<file path="src/rtl/rv32_pkg.sv">
// Shared RV32I decode definitions: opcodes, branch funct3 codes, ALU operations,
// write-back select encoding and the ID/EX pipeline record.
package rv32_pkg;

    localparam logic [31:0] NOP_INSTR = 32'h0000_0013;

    localparam logic [6:0] OPC_LUI    = 7'b0110111;
    localparam logic [6:0] OPC_AUIPC  = 7'b0010111;
    localparam logic [6:0] OPC_JAL    = 7'b1101111;
    localparam logic [6:0] OPC_JALR   = 7'b1100111;
    localparam logic [6:0] OPC_BRANCH = 7'b1100011;
    localparam logic [6:0] OPC_LOAD   = 7'b0000011;
    localparam logic [6:0] OPC_STORE  = 7'b0100011;
    localparam logic [6:0] OPC_OP_IMM = 7'b0010011;
    localparam logic [6:0] OPC_OP     = 7'b0110011;

    localparam logic [2:0] F3_BEQ  = 3'b000;
    localparam logic [2:0] F3_BNE  = 3'b001;
    localparam logic [2:0] F3_BLT  = 3'b100;
    localparam logic [2:0] F3_BGE  = 3'b101;
    localparam logic [2:0] F3_BLTU = 3'b110;
    localparam logic [2:0] F3_BGEU = 3'b111;

    typedef enum logic [3:0] {
        ALU_ADD    = 4'd0,
        ALU_SUB    = 4'd1,
        ALU_SLL    = 4'd2,
        ALU_SLT    = 4'd3,
        ALU_SLTU   = 4'd4,
        ALU_XOR    = 4'd5,
        ALU_SRL    = 4'd6,
        ALU_SRA    = 4'd7,
        ALU_OR     = 4'd8,
        ALU_AND    = 4'd9,
        ALU_PASS_B = 4'd10
    } alu_op_e;

    localparam logic [1:0] WB_ALU = 2'd0;
    localparam logic [1:0] WB_MEM = 2'd1;
    localparam logic [1:0] WB_PC4 = 2'd2;

    // All-zero value of this record is the bubble (ALU_ADD encodes as 0)
    typedef struct packed {
        logic [31:0] pc;
        logic [31:0] rs1_data;
        logic [31:0] rs2_data;
        logic [31:0] imm;
        logic [4:0]  rs1;
        logic [4:0]  rs2;
        logic [4:0]  rd;
        logic [2:0]  funct3;
        alu_op_e     alu_op;
        logic        alu_src_a;
        logic        alu_src_b;
        logic        mem_read;
        logic        mem_write;
        logic        reg_write;
        logic [1:0]  wb_sel;
    } idex_t;

    function automatic logic [31:0] imm_i(input logic [31:0] ins);
        return {{20{ins[31]}}, ins[31:20]};
    endfunction

    function automatic logic [31:0] imm_s(input logic [31:0] ins);
        return {{20{ins[31]}}, ins[31:25], ins[11:7]};
    endfunction

    function automatic logic [31:0] imm_b(input logic [31:0] ins);
        return {{19{ins[31]}}, ins[31], ins[7], ins[30:25], ins[11:8], 1'b0};
    endfunction

    function automatic logic [31:0] imm_u(input logic [31:0] ins);
        return {ins[31:12], 12'h000};
    endfunction

    function automatic logic [31:0] imm_j(input logic [31:0] ins);
        return {{11{ins[31]}}, ins[31], ins[19:12], ins[20], ins[30:21], 1'b0};
    endfunction

    // SUB only exists for register-register ops; bit 30 selects SRA/SRAI for either
    function automatic alu_op_e alu_op_decode(input logic [2:0] f3, input logic alt, input logic is_reg);
        case (f3)
            3'b000:  return (is_reg && alt) ? ALU_SUB : ALU_ADD;
            3'b001:  return ALU_SLL;
            3'b010:  return ALU_SLT;
            3'b011:  return ALU_SLTU;
            3'b100:  return ALU_XOR;
            3'b101:  return alt ? ALU_SRA : ALU_SRL;
            3'b110:  return ALU_OR;
            3'b111:  return ALU_AND;
            default: return ALU_ADD;
        endcase
    endfunction

endpackage

</file>
<file path="src/rtl/instruction_decode_register_file.sv">
// 32x32 register file: two asynchronous read ports, one synchronous write port,
// asynchronous clear, optional same-cycle write-back bypass.
module register_file #(
    parameter bit WB_BYPASS = 1'b1
) (
    input  logic        clk,
    input  logic        rst,
    input  logic        we,
    input  logic [4:0]  waddr,
    input  logic [31:0] wdata,
    input  logic [4:0]  raddr1,
    output logic [31:0] rdata1,
    input  logic [4:0]  raddr2,
    output logic [31:0] rdata2
);

    logic [31:0] regs_r [32];

    // Storage update; entry 0 is never written so it stays zero
    always_ff @(posedge clk or posedge rst) begin
        if (rst) begin
            for (int i = 0; i < 32; i++) begin
                regs_r[i] <= 32'd0;
            end
        end else if (we && (waddr != 5'd0)) begin
            regs_r[waddr] <= wdata;
        end
    end

    // Read port 1 with write-back bypass
    always_comb begin
        if (raddr1 == 5'd0) begin
            rdata1 = 32'd0;
        end else if (WB_BYPASS && we && (waddr == raddr1)) begin
            rdata1 = wdata;
        end else begin
            rdata1 = regs_r[raddr1];
        end
    end

    // Read port 2 with write-back bypass
    always_comb begin
        if (raddr2 == 5'd0) begin
            rdata2 = 32'd0;
        end else if (WB_BYPASS && we && (waddr == raddr2)) begin
            rdata2 = wdata;
        end else begin
            rdata2 = regs_r[raddr2];
        end
    end

endmodule

</file>
<file path="src/rtl/instruction_decode.sv">
// RV32I ID stage: register read with MEM/WB forwarding, decode, branch/jump
// resolution back to fetch, one-slot squash, and the ID/EX pipeline register.
module instruction_decode #(
    parameter logic [31:0] NOP_INSTR = rv32_pkg::NOP_INSTR,
    parameter bit          WB_BYPASS = 1'b1
) (
    input  logic        clk,
    input  logic        rst,
    input  logic [31:0] instruction_if,
    input  logic [31:0] instruction_address_if,
    input  logic        reg_write_wb,
    input  logic [4:0]  rd_wb,
    input  logic [31:0] rd_data_wb,
    input  logic        reg_write_mem,
    input  logic        mem_read_mem,
    input  logic [4:0]  rd_mem,
    input  logic [31:0] alu_result_mem,
    output logic        jump_flag_id,
    output logic [31:0] jump_address_id,
    output logic [31:0] pc_ex,
    output logic [31:0] rs1_data_ex,
    output logic [31:0] rs2_data_ex,
    output logic [31:0] imm_ex,
    output logic [4:0]  rs1_ex,
    output logic [4:0]  rs2_ex,
    output logic [4:0]  rd_ex,
    output logic [2:0]  funct3_ex,
    output logic [3:0]  alu_op_ex,
    output logic        alu_src_a_ex,
    output logic        alu_src_b_ex,
    output logic        mem_read_ex,
    output logic        mem_write_ex,
    output logic        reg_write_ex,
    output logic [1:0]  wb_sel_ex
);
    import rv32_pkg::*;

    logic [31:0] pc_id_s;
    logic [6:0]  opcode_s;
    logic [2:0]  funct3_s;
    logic [4:0]  rs1_idx_s, rs2_idx_s, rd_idx_s;
    logic [31:0] rf_rs1_s, rf_rs2_s, rs1_val_s, rs2_val_s;
    logic        mem_fwd_ok_s, branch_cond_s, jump_taken_s, kill_s;
    logic [31:0] jump_target_s;
    idex_t       decoded_s, idex_next_s, idex_r;
    logic        squash_r;

    assign pc_id_s   = instruction_address_if - 32'd4;
    assign opcode_s  = instruction_if[6:0];
    assign funct3_s  = instruction_if[14:12];
    assign rs1_idx_s = instruction_if[19:15];
    assign rs2_idx_s = instruction_if[24:20];
    assign rd_idx_s  = instruction_if[11:7];

    register_file #(.WB_BYPASS(WB_BYPASS)) u_register_file (
        .clk    (clk),
        .rst    (rst),
        .we     (reg_write_wb),
        .waddr  (rd_wb),
        .wdata  (rd_data_wb),
        .raddr1 (rs1_idx_s),
        .rdata1 (rf_rs1_s),
        .raddr2 (rs2_idx_s),
        .rdata2 (rf_rs2_s)
    );

    // A load in MEM only holds an address, so it is never a forwarding source
    assign mem_fwd_ok_s = reg_write_mem && !mem_read_mem && (rd_mem != 5'd0);

    // Per-operand source select: MEM result over register file (which carries WB bypass)
    always_comb begin
        if (mem_fwd_ok_s && (rd_mem == rs1_idx_s)) begin
            rs1_val_s = alu_result_mem;
        end else begin
            rs1_val_s = rf_rs1_s;
        end
        if (mem_fwd_ok_s && (rd_mem == rs2_idx_s)) begin
            rs2_val_s = alu_result_mem;
        end else begin
            rs2_val_s = rf_rs2_s;
        end
    end

    // Branch condition; reserved funct3 codes never take
    always_comb begin
        branch_cond_s = 1'b0;
        case (funct3_s)
            F3_BEQ:  branch_cond_s = (rs1_val_s == rs2_val_s);
            F3_BNE:  branch_cond_s = (rs1_val_s != rs2_val_s);
            F3_BLT:  branch_cond_s = ($signed(rs1_val_s) <  $signed(rs2_val_s));
            F3_BGE:  branch_cond_s = ($signed(rs1_val_s) >= $signed(rs2_val_s));
            F3_BLTU: branch_cond_s = (rs1_val_s <  rs2_val_s);
            F3_BGEU: branch_cond_s = (rs1_val_s >= rs2_val_s);
            default: branch_cond_s = 1'b0;
        endcase
    end

    // Redirect resolution
    always_comb begin
        jump_taken_s  = 1'b0;
        jump_target_s = 32'd0;
        case (opcode_s)
            OPC_JAL: begin
                jump_taken_s  = 1'b1;
                jump_target_s = pc_id_s + imm_j(instruction_if);
            end
            OPC_JALR: begin
                jump_taken_s  = 1'b1;
                jump_target_s = (rs1_val_s + imm_i(instruction_if)) & ~32'd1;
            end
            OPC_BRANCH: begin
                jump_taken_s  = branch_cond_s;
                jump_target_s = pc_id_s + imm_b(instruction_if);
            end
            default: begin
                jump_taken_s  = 1'b0;
                jump_target_s = 32'd0;
            end
        endcase
    end

    assign jump_flag_id    = jump_taken_s && !squash_r && !rst;
    assign jump_address_id = jump_flag_id ? jump_target_s : 32'd0;

    // Field decode; branches and illegal opcodes leave the bubble in place
    always_comb begin
        decoded_s = '0;
        case (opcode_s)
            OPC_LUI: begin
                decoded_s.pc = pc_id_s;  decoded_s.rd = rd_idx_s;
                decoded_s.imm = imm_u(instruction_if);
                decoded_s.alu_op = ALU_PASS_B;  decoded_s.alu_src_b = 1'b1;
                decoded_s.reg_write = 1'b1;
            end
            OPC_AUIPC: begin
                decoded_s.pc = pc_id_s;  decoded_s.rd = rd_idx_s;
                decoded_s.imm = imm_u(instruction_if);
                decoded_s.alu_src_a = 1'b1;  decoded_s.alu_src_b = 1'b1;
                decoded_s.reg_write = 1'b1;
            end
            OPC_JAL: begin
                decoded_s.pc = pc_id_s;  decoded_s.rd = rd_idx_s;
                decoded_s.imm = imm_j(instruction_if);
                decoded_s.alu_src_a = 1'b1;  decoded_s.alu_src_b = 1'b1;
                decoded_s.reg_write = 1'b1;  decoded_s.wb_sel = WB_PC4;
            end
            OPC_JALR: begin
                decoded_s.pc = pc_id_s;  decoded_s.rd = rd_idx_s;
                decoded_s.rs1 = rs1_idx_s;  decoded_s.rs1_data = rs1_val_s;
                decoded_s.funct3 = funct3_s;  decoded_s.imm = imm_i(instruction_if);
                decoded_s.alu_src_b = 1'b1;
                decoded_s.reg_write = 1'b1;  decoded_s.wb_sel = WB_PC4;
            end
            OPC_LOAD: begin
                decoded_s.pc = pc_id_s;  decoded_s.rd = rd_idx_s;
                decoded_s.rs1 = rs1_idx_s;  decoded_s.rs1_data = rs1_val_s;
                decoded_s.funct3 = funct3_s;  decoded_s.imm = imm_i(instruction_if);
                decoded_s.alu_src_b = 1'b1;  decoded_s.mem_read = 1'b1;
                decoded_s.reg_write = 1'b1;  decoded_s.wb_sel = WB_MEM;
            end
            OPC_STORE: begin
                decoded_s.pc = pc_id_s;
                decoded_s.rs1 = rs1_idx_s;  decoded_s.rs1_data = rs1_val_s;
                decoded_s.rs2 = rs2_idx_s;  decoded_s.rs2_data = rs2_val_s;
                decoded_s.funct3 = funct3_s;  decoded_s.imm = imm_s(instruction_if);
                decoded_s.alu_src_b = 1'b1;  decoded_s.mem_write = 1'b1;
            end
            OPC_OP_IMM: begin
                decoded_s.pc = pc_id_s;  decoded_s.rd = rd_idx_s;
                decoded_s.rs1 = rs1_idx_s;  decoded_s.rs1_data = rs1_val_s;
                decoded_s.funct3 = funct3_s;  decoded_s.imm = imm_i(instruction_if);
                decoded_s.alu_op = alu_op_decode(funct3_s, instruction_if[30], 1'b0);
                decoded_s.alu_src_b = 1'b1;  decoded_s.reg_write = 1'b1;
            end
            OPC_OP: begin
                decoded_s.pc = pc_id_s;  decoded_s.rd = rd_idx_s;
                decoded_s.rs1 = rs1_idx_s;  decoded_s.rs1_data = rs1_val_s;
                decoded_s.rs2 = rs2_idx_s;  decoded_s.rs2_data = rs2_val_s;
                decoded_s.funct3 = funct3_s;
                decoded_s.alu_op = alu_op_decode(funct3_s, instruction_if[30], 1'b1);
                decoded_s.reg_write = 1'b1;
            end
            default: decoded_s = '0;
        endcase
    end

    assign kill_s = squash_r || (instruction_if == NOP_INSTR);

    // Wrong-path slot and canonical NOP both enter EX as a bubble
    always_comb begin
        if (kill_s) begin
            idex_next_s = '0;
        end else begin
            idex_next_s = decoded_s;
        end
    end

    // ID/EX pipeline register and wrong-path squash flag
    always_ff @(posedge clk or posedge rst) begin
        if (rst) begin
            idex_r   <= '0;
            squash_r <= 1'b0;
        end else begin
            idex_r   <= idex_next_s;
            squash_r <= jump_flag_id;
        end
    end

    assign pc_ex        = idex_r.pc;
    assign rs1_data_ex  = idex_r.rs1_data;
    assign rs2_data_ex  = idex_r.rs2_data;
    assign imm_ex       = idex_r.imm;
    assign rs1_ex       = idex_r.rs1;
    assign rs2_ex       = idex_r.rs2;
    assign rd_ex        = idex_r.rd;
    assign funct3_ex    = idex_r.funct3;
    assign alu_op_ex    = idex_r.alu_op;
    assign alu_src_a_ex = idex_r.alu_src_a;
    assign alu_src_b_ex = idex_r.alu_src_b;
    assign mem_read_ex  = idex_r.mem_read;
    assign mem_write_ex = idex_r.mem_write;
    assign reg_write_ex = idex_r.reg_write;
    assign wb_sel_ex    = idex_r.wb_sel;

endmodule

</file>
<file path="config.mk">
export PLATFORM = sky130hd
export DESIGN_NAME = instruction_decode
export DESIGN_NICKNAME = d
export VERILOG_FILES = /design/src/rtl/rv32_pkg.sv /design/src/rtl/instruction_decode_register_file.sv /design/src/rtl/instruction_decode.sv
export SDC_FILE = /design/constraint.sdc
export NUM_CORES = 2
export LEC_CHECK = 0
export ABC_AREA = 1
export BUFFER_PORTS_ARGS = -buffer_cell sky130_fd_sc_hd__clkbuf_2
export CAP_MARGIN = 20
export CORE_ASPECT_RATIO = 2
export CORE_MARGIN = 3
export CORE_UTILIZATION = 25
export CTS_CLUSTER_DIAMETER = 150
export DETAILED_ROUTE_END_ITERATION = 7
export MAX_ROUTING_LAYER = met4
export PLACE_DENSITY_LB_ADDON = 0.1
export SETUP_SLACK_MARGIN = 0.3
export SYNTH_ARGS = -nofsm -noshare
export SYNTH_HDL_FRONTEND = slang
export SYNTH_HIERARCHICAL = 1
export SYNTH_SLANG_ARGS = --single-unit
export TNS_END_PERCENT = 1
</file>
<file path="constraint.sdc">
create_clock -name clk -period 28.8 [get_ports clk]
set_clock_uncertainty 0.15 [all_clocks]
set_input_delay 1.44 -clock clk [delete_from_list [all_inputs] [get_ports clk]]
set_output_delay 1.44 -clock clk [all_outputs]
set_load 0.1 [all_outputs]
</file>
==> flow_summary.json <==
{
  "drive_gt1_frac": 0.0876,
  "rrSetupSlack_ps": 23000,
  "pwr-share-seq": 0.409,
  "p_int_mw": 3.27,
  "power.share.switching": 0.358,
  "final-hold-violation-count": 0,
  "cp.depth": 30,
  "cts_root_buffer": "clkbuf_16",
  "netlist_area_um2": 71600,
  "utilization": 0.284,
  "ys_ff_latch": 1182,
  "yosysTopAreaCell": "dfrtp_1",
  "cts_buffers": 121,
  "dr_total_vias": 73000,
  "die_area_um2": 293000,
  "drc_errors": 0,
  "synthCells": 10500,
  "p_total_mw": 5.10,
  "status": "complete, no violations",
  "synth_fp_nets": 10800,
  "synth_top_area_frac": 0.413,
  "port_buffers": 332,
  "crit_top_cell": "nand2_1",
  "relSlewSlack": 0.252,
  "grt_overflow": 0,
  "r2r-end": "squash_r",
  "rr_worst_depth": 25,
  "worst_slew_pin_slew_ps": 1120,
  "dieWidth_um": 384,
  "gp_congestion": 0.936,
  "power-per-cell-area_nw_per_um2": 63.0,
  "crit_buf_inv": 8,
  "syn_to_final_growth_pct": 13.0,
  "cp_max_fo": 45,
  "start_util": 0.251,
  "rows": 277,
  "worstPathRequired_ps": 27210,
  "power_frac_clock": 0.346,
  "track_usage": 0.267,
  "tns_ps": 0,
  "hpwl_um": 246000,
  "yosysWarnings": 6,
  "grt_pass1_vias": 71400,
  "drt_iter0_markers": 7047,
  "fmax_mhz": 95.1,
  "pin_count": 333,
  "core_um2": 285000,
  "clk_path_buf_depth": 3,
  "fill_cells": 31600,
  "r2r-start": "u_register_file/regs_r[959]",
  "worstSetupStartpoint": "instruction_if[15]",
  "grt_first_pass_wirelength_um": 548000,
  "viasPerCell": 5.11,
  "ys_types": 58,
  "fp.dieH_um": 763,
  "ys_seq_area_frac": 0.413,
  "wl_um": 390000,
  "wl_per_cell_um": 27.3,
  "drtPass1Iterations": 6,
  "path_class": "in2out",
  "ant_nets": 0,
  "antenna_found_initial": 40,
  "crit_end": "jump_address_id[26]",
  "min_path_type": "reg2reg",
  "grt_max_degree": 169,
  "h-tree-depth": 3,
  "start_kind": "input pin",
  "combPwrFrac": 0.245,
  "rsz0062_at_grt": "false",
  "path_clk_slew_ps": 60,
  "synth_edf_count": 0,
  "cts.repair.resized": 0,
  "setup_viol": 0,
  "ctsHoldBuffers": 0,
  "post_cts_buffers": 0,
  "finalCriticalPeriod_ps": 10510,
  "synth_async_sr_flop_share": 1.00,
  "p_switching_mw": 1.82,
  "max_stage_delay_ps": 630,
  "maxSlewViolCount": 0,
  "maxCapViolCount": 0,
  "arrival_ps": 8920,
  "cpMaxStageDelayCell": "buf_4",
  "clkSinkCount": 1182,
  "ir_drop_uv": 52.2,
  "synthTopCellsByArea": "dfrtp_1 41%, nand2_1 16%, nand3_1 10%",
  "layout.nets": 10600,
  "ys.flop_type": "dfrtp_1",
  "cp-end-kind": "primary output",
  "p_leak_nw": 40.2,
  "crit_family": "buffers and inverters",
  "clk_latency_ps": 810,
  "fin_crit_sh": 0.365,
  "cts_tree": "yes",
  "synth.avg_cell_area_um2": 6.80
}
==> cell usage after synthesis (2+ instances only) <==
cell,number
buf_6,9
nand3b_1,4
clkinv_1,5
o22ai_1,7
o221ai_1,6
ha_1,93
fa_1,2
nor2_4,9
xor2_1,29
inv_2,27
nor4_1,15
or2_2,62
o21ai_2,28
clkbuf_2,9
inv_1,1161
o21bai_1,4
nand2_1,3130
nand2_4,4
dfrtp_1,1182
o21ai_0,1158
a31oi_1,25
nand4_1,16
nand3_1,1478
nor2_8,2
a22oi_1,6
nor3_2,6
nor2_2,4
o211ai_1,208
xnor2_1,10
o21ai_1,75
nor2_1,600
inv_4,3
nand2_2,22
and3_1,2
a21oi_1,310
buf_2,129
nand3_2,2
o21a_1,12
clkbuf_1,541
a21o_1,6
nor3_4,8
buf_1,90
nor3_1,20
==> layer usage <==
layer  vias to the layer above  GRT usage  part of all wire
met2                      2957      0.466              0.51
met4                         0      0.147             0.062
met1                     35800      0.292              0.37
met5                         -          -                 0
li1                      33500          -                 -
met3                       739     0.0347             0.055
==> worst min-delay path by stage <==
stage / from / end / slack [ps] / cells past startpoint
5_1_grt: u_register_file/regs_r[997] / u_register_file/regs_r[997] / 240 / 0
4_1_cts: u_register_file/regs_r[1022] / u_register_file/regs_r[1022] / 230 / 0
2_1_floorplan: u_register_file/regs_r[1000] / u_register_file/regs_r[1000] / 280 / 1
6_report: u_register_file/regs_r[1020] / u_register_file/regs_r[1020] / 230 / 0
3_3_place_gp: u_register_file/regs_r[994] / u_register_file/regs_r[994] / 220 / 0
3_5_place_dp: u_register_file/regs_r[1004] / u_register_file/regs_r[1004] / 220 / 0
==> cells in the final DEF (no fill, tap or decap), types with 28 or more instances in the layout <==
master / count
xor2_1: 29
clkinv_2: 38
nand2_1: 3119
nor2_1: 596
o21ai_2: 28
nand3_1: 1477
a21oi_1: 310
buf_4: 149
or2_2: 62
clkbuf_2: 322
o21ai_1: 73
clkbuf_16: 123
o211ai_1: 208
clkbuf_8: 29
o21ai_0: 1158
ha_1: 93
dfrtp_1: 1182
diode_2: 48
inv_1: 1157
==> area by class of cell <==
| class | instances | area [um2] | area share |
|---|---|---|---|
| antenna | 48 | 120 | 0.00148 |
| clock buffer | 164 | 3520 | 0.0435 |
| tap | 3766 | 4710 | 0.0582 |
| timing repair buffer | 493 | 3130 | 0.0387 |
| inverter | 1198 | 4570 | 0.0565 |
| multi-input combinational | 7375 | 34600 | 0.428 |
| clock inverter | 64 | 693 | 0.00856 |
| sequential | 1182 | 29600 | 0.365 |
==> worst reg2reg max path: cells and delay by family, from the launching register on <==
kind,cells,cell delay [ps]
compound gates,1,440
fa+ha+maj,1,540
buf+inv,2,150
flops,1,740
mux,1,200
simple gates,20,3460
==> flip-flops by register name (all words and copies together) (netlist names) <==
register and cells:
mem_write_ex 1, alu_src_a_ex 1, rs2_ex 5, funct3_ex 3, rs1_ex 5, wb_sel_ex 2
u_register_file/regs_r 1024, squash_r 1, alu_src_b_ex 1, pc_ex 32, reg_write_ex 1, rs2_data_ex 32
imm_ex 32, alu_op_ex 4, rs1_data_ex 32, rd_ex 5, mem_read_ex 1
==> per-stage QoR <==
step                      hold WS [ps]  cell area, um2  setup slack, ps  instances
after floorplan                    279           71600            13100      10500
after global placement             215           76500            18450      14000
after detailed placement           216           76600            18450      14000
after CTS                          231           80800            18430      14200
after global routing               242           80900            18070      14300
final                              230           81000            18290      14300
==> kinds of logic (layout without fill, tap and decap cells) <==
kind of cell / after synthesis / count (layout) / share of synthesized area
AND/OR/NAND/NOR: 5388 / 5388 / 0.317
multiplexers: 1 / 1 / 0.000140
flip-flops: 1182 / 1182 / 0.413
buffers and inverters: 1977 / 1919 / 0.107
AO/OA/AOI/OAI: 1852 / 1852 / 0.140
XOR/XNOR: 39 / 39 / 0.00477
other: 0 / 48 / 0
adder cells (fa/ha/maj): 95 / 95 / 0.0168
==> power by group through the flow <==
| stage | sequential, mW | clock (mW) | combinational [mW] |
|---|---|---|---|
| floorplan | 2.10 | 0 | 0.826 |
| global placement | 2.11 | 0 | 1.24 |
| detailed placement | 2.11 | 0 | 1.24 |
| CTS | 2.08 | 1.82 | 1.25 |
| global route | 2.11 | 1.86 | 1.41 |
| finish | 2.09 | 1.76 | 1.25 |
Note: power is estimated with default switching activity, not from simulation.
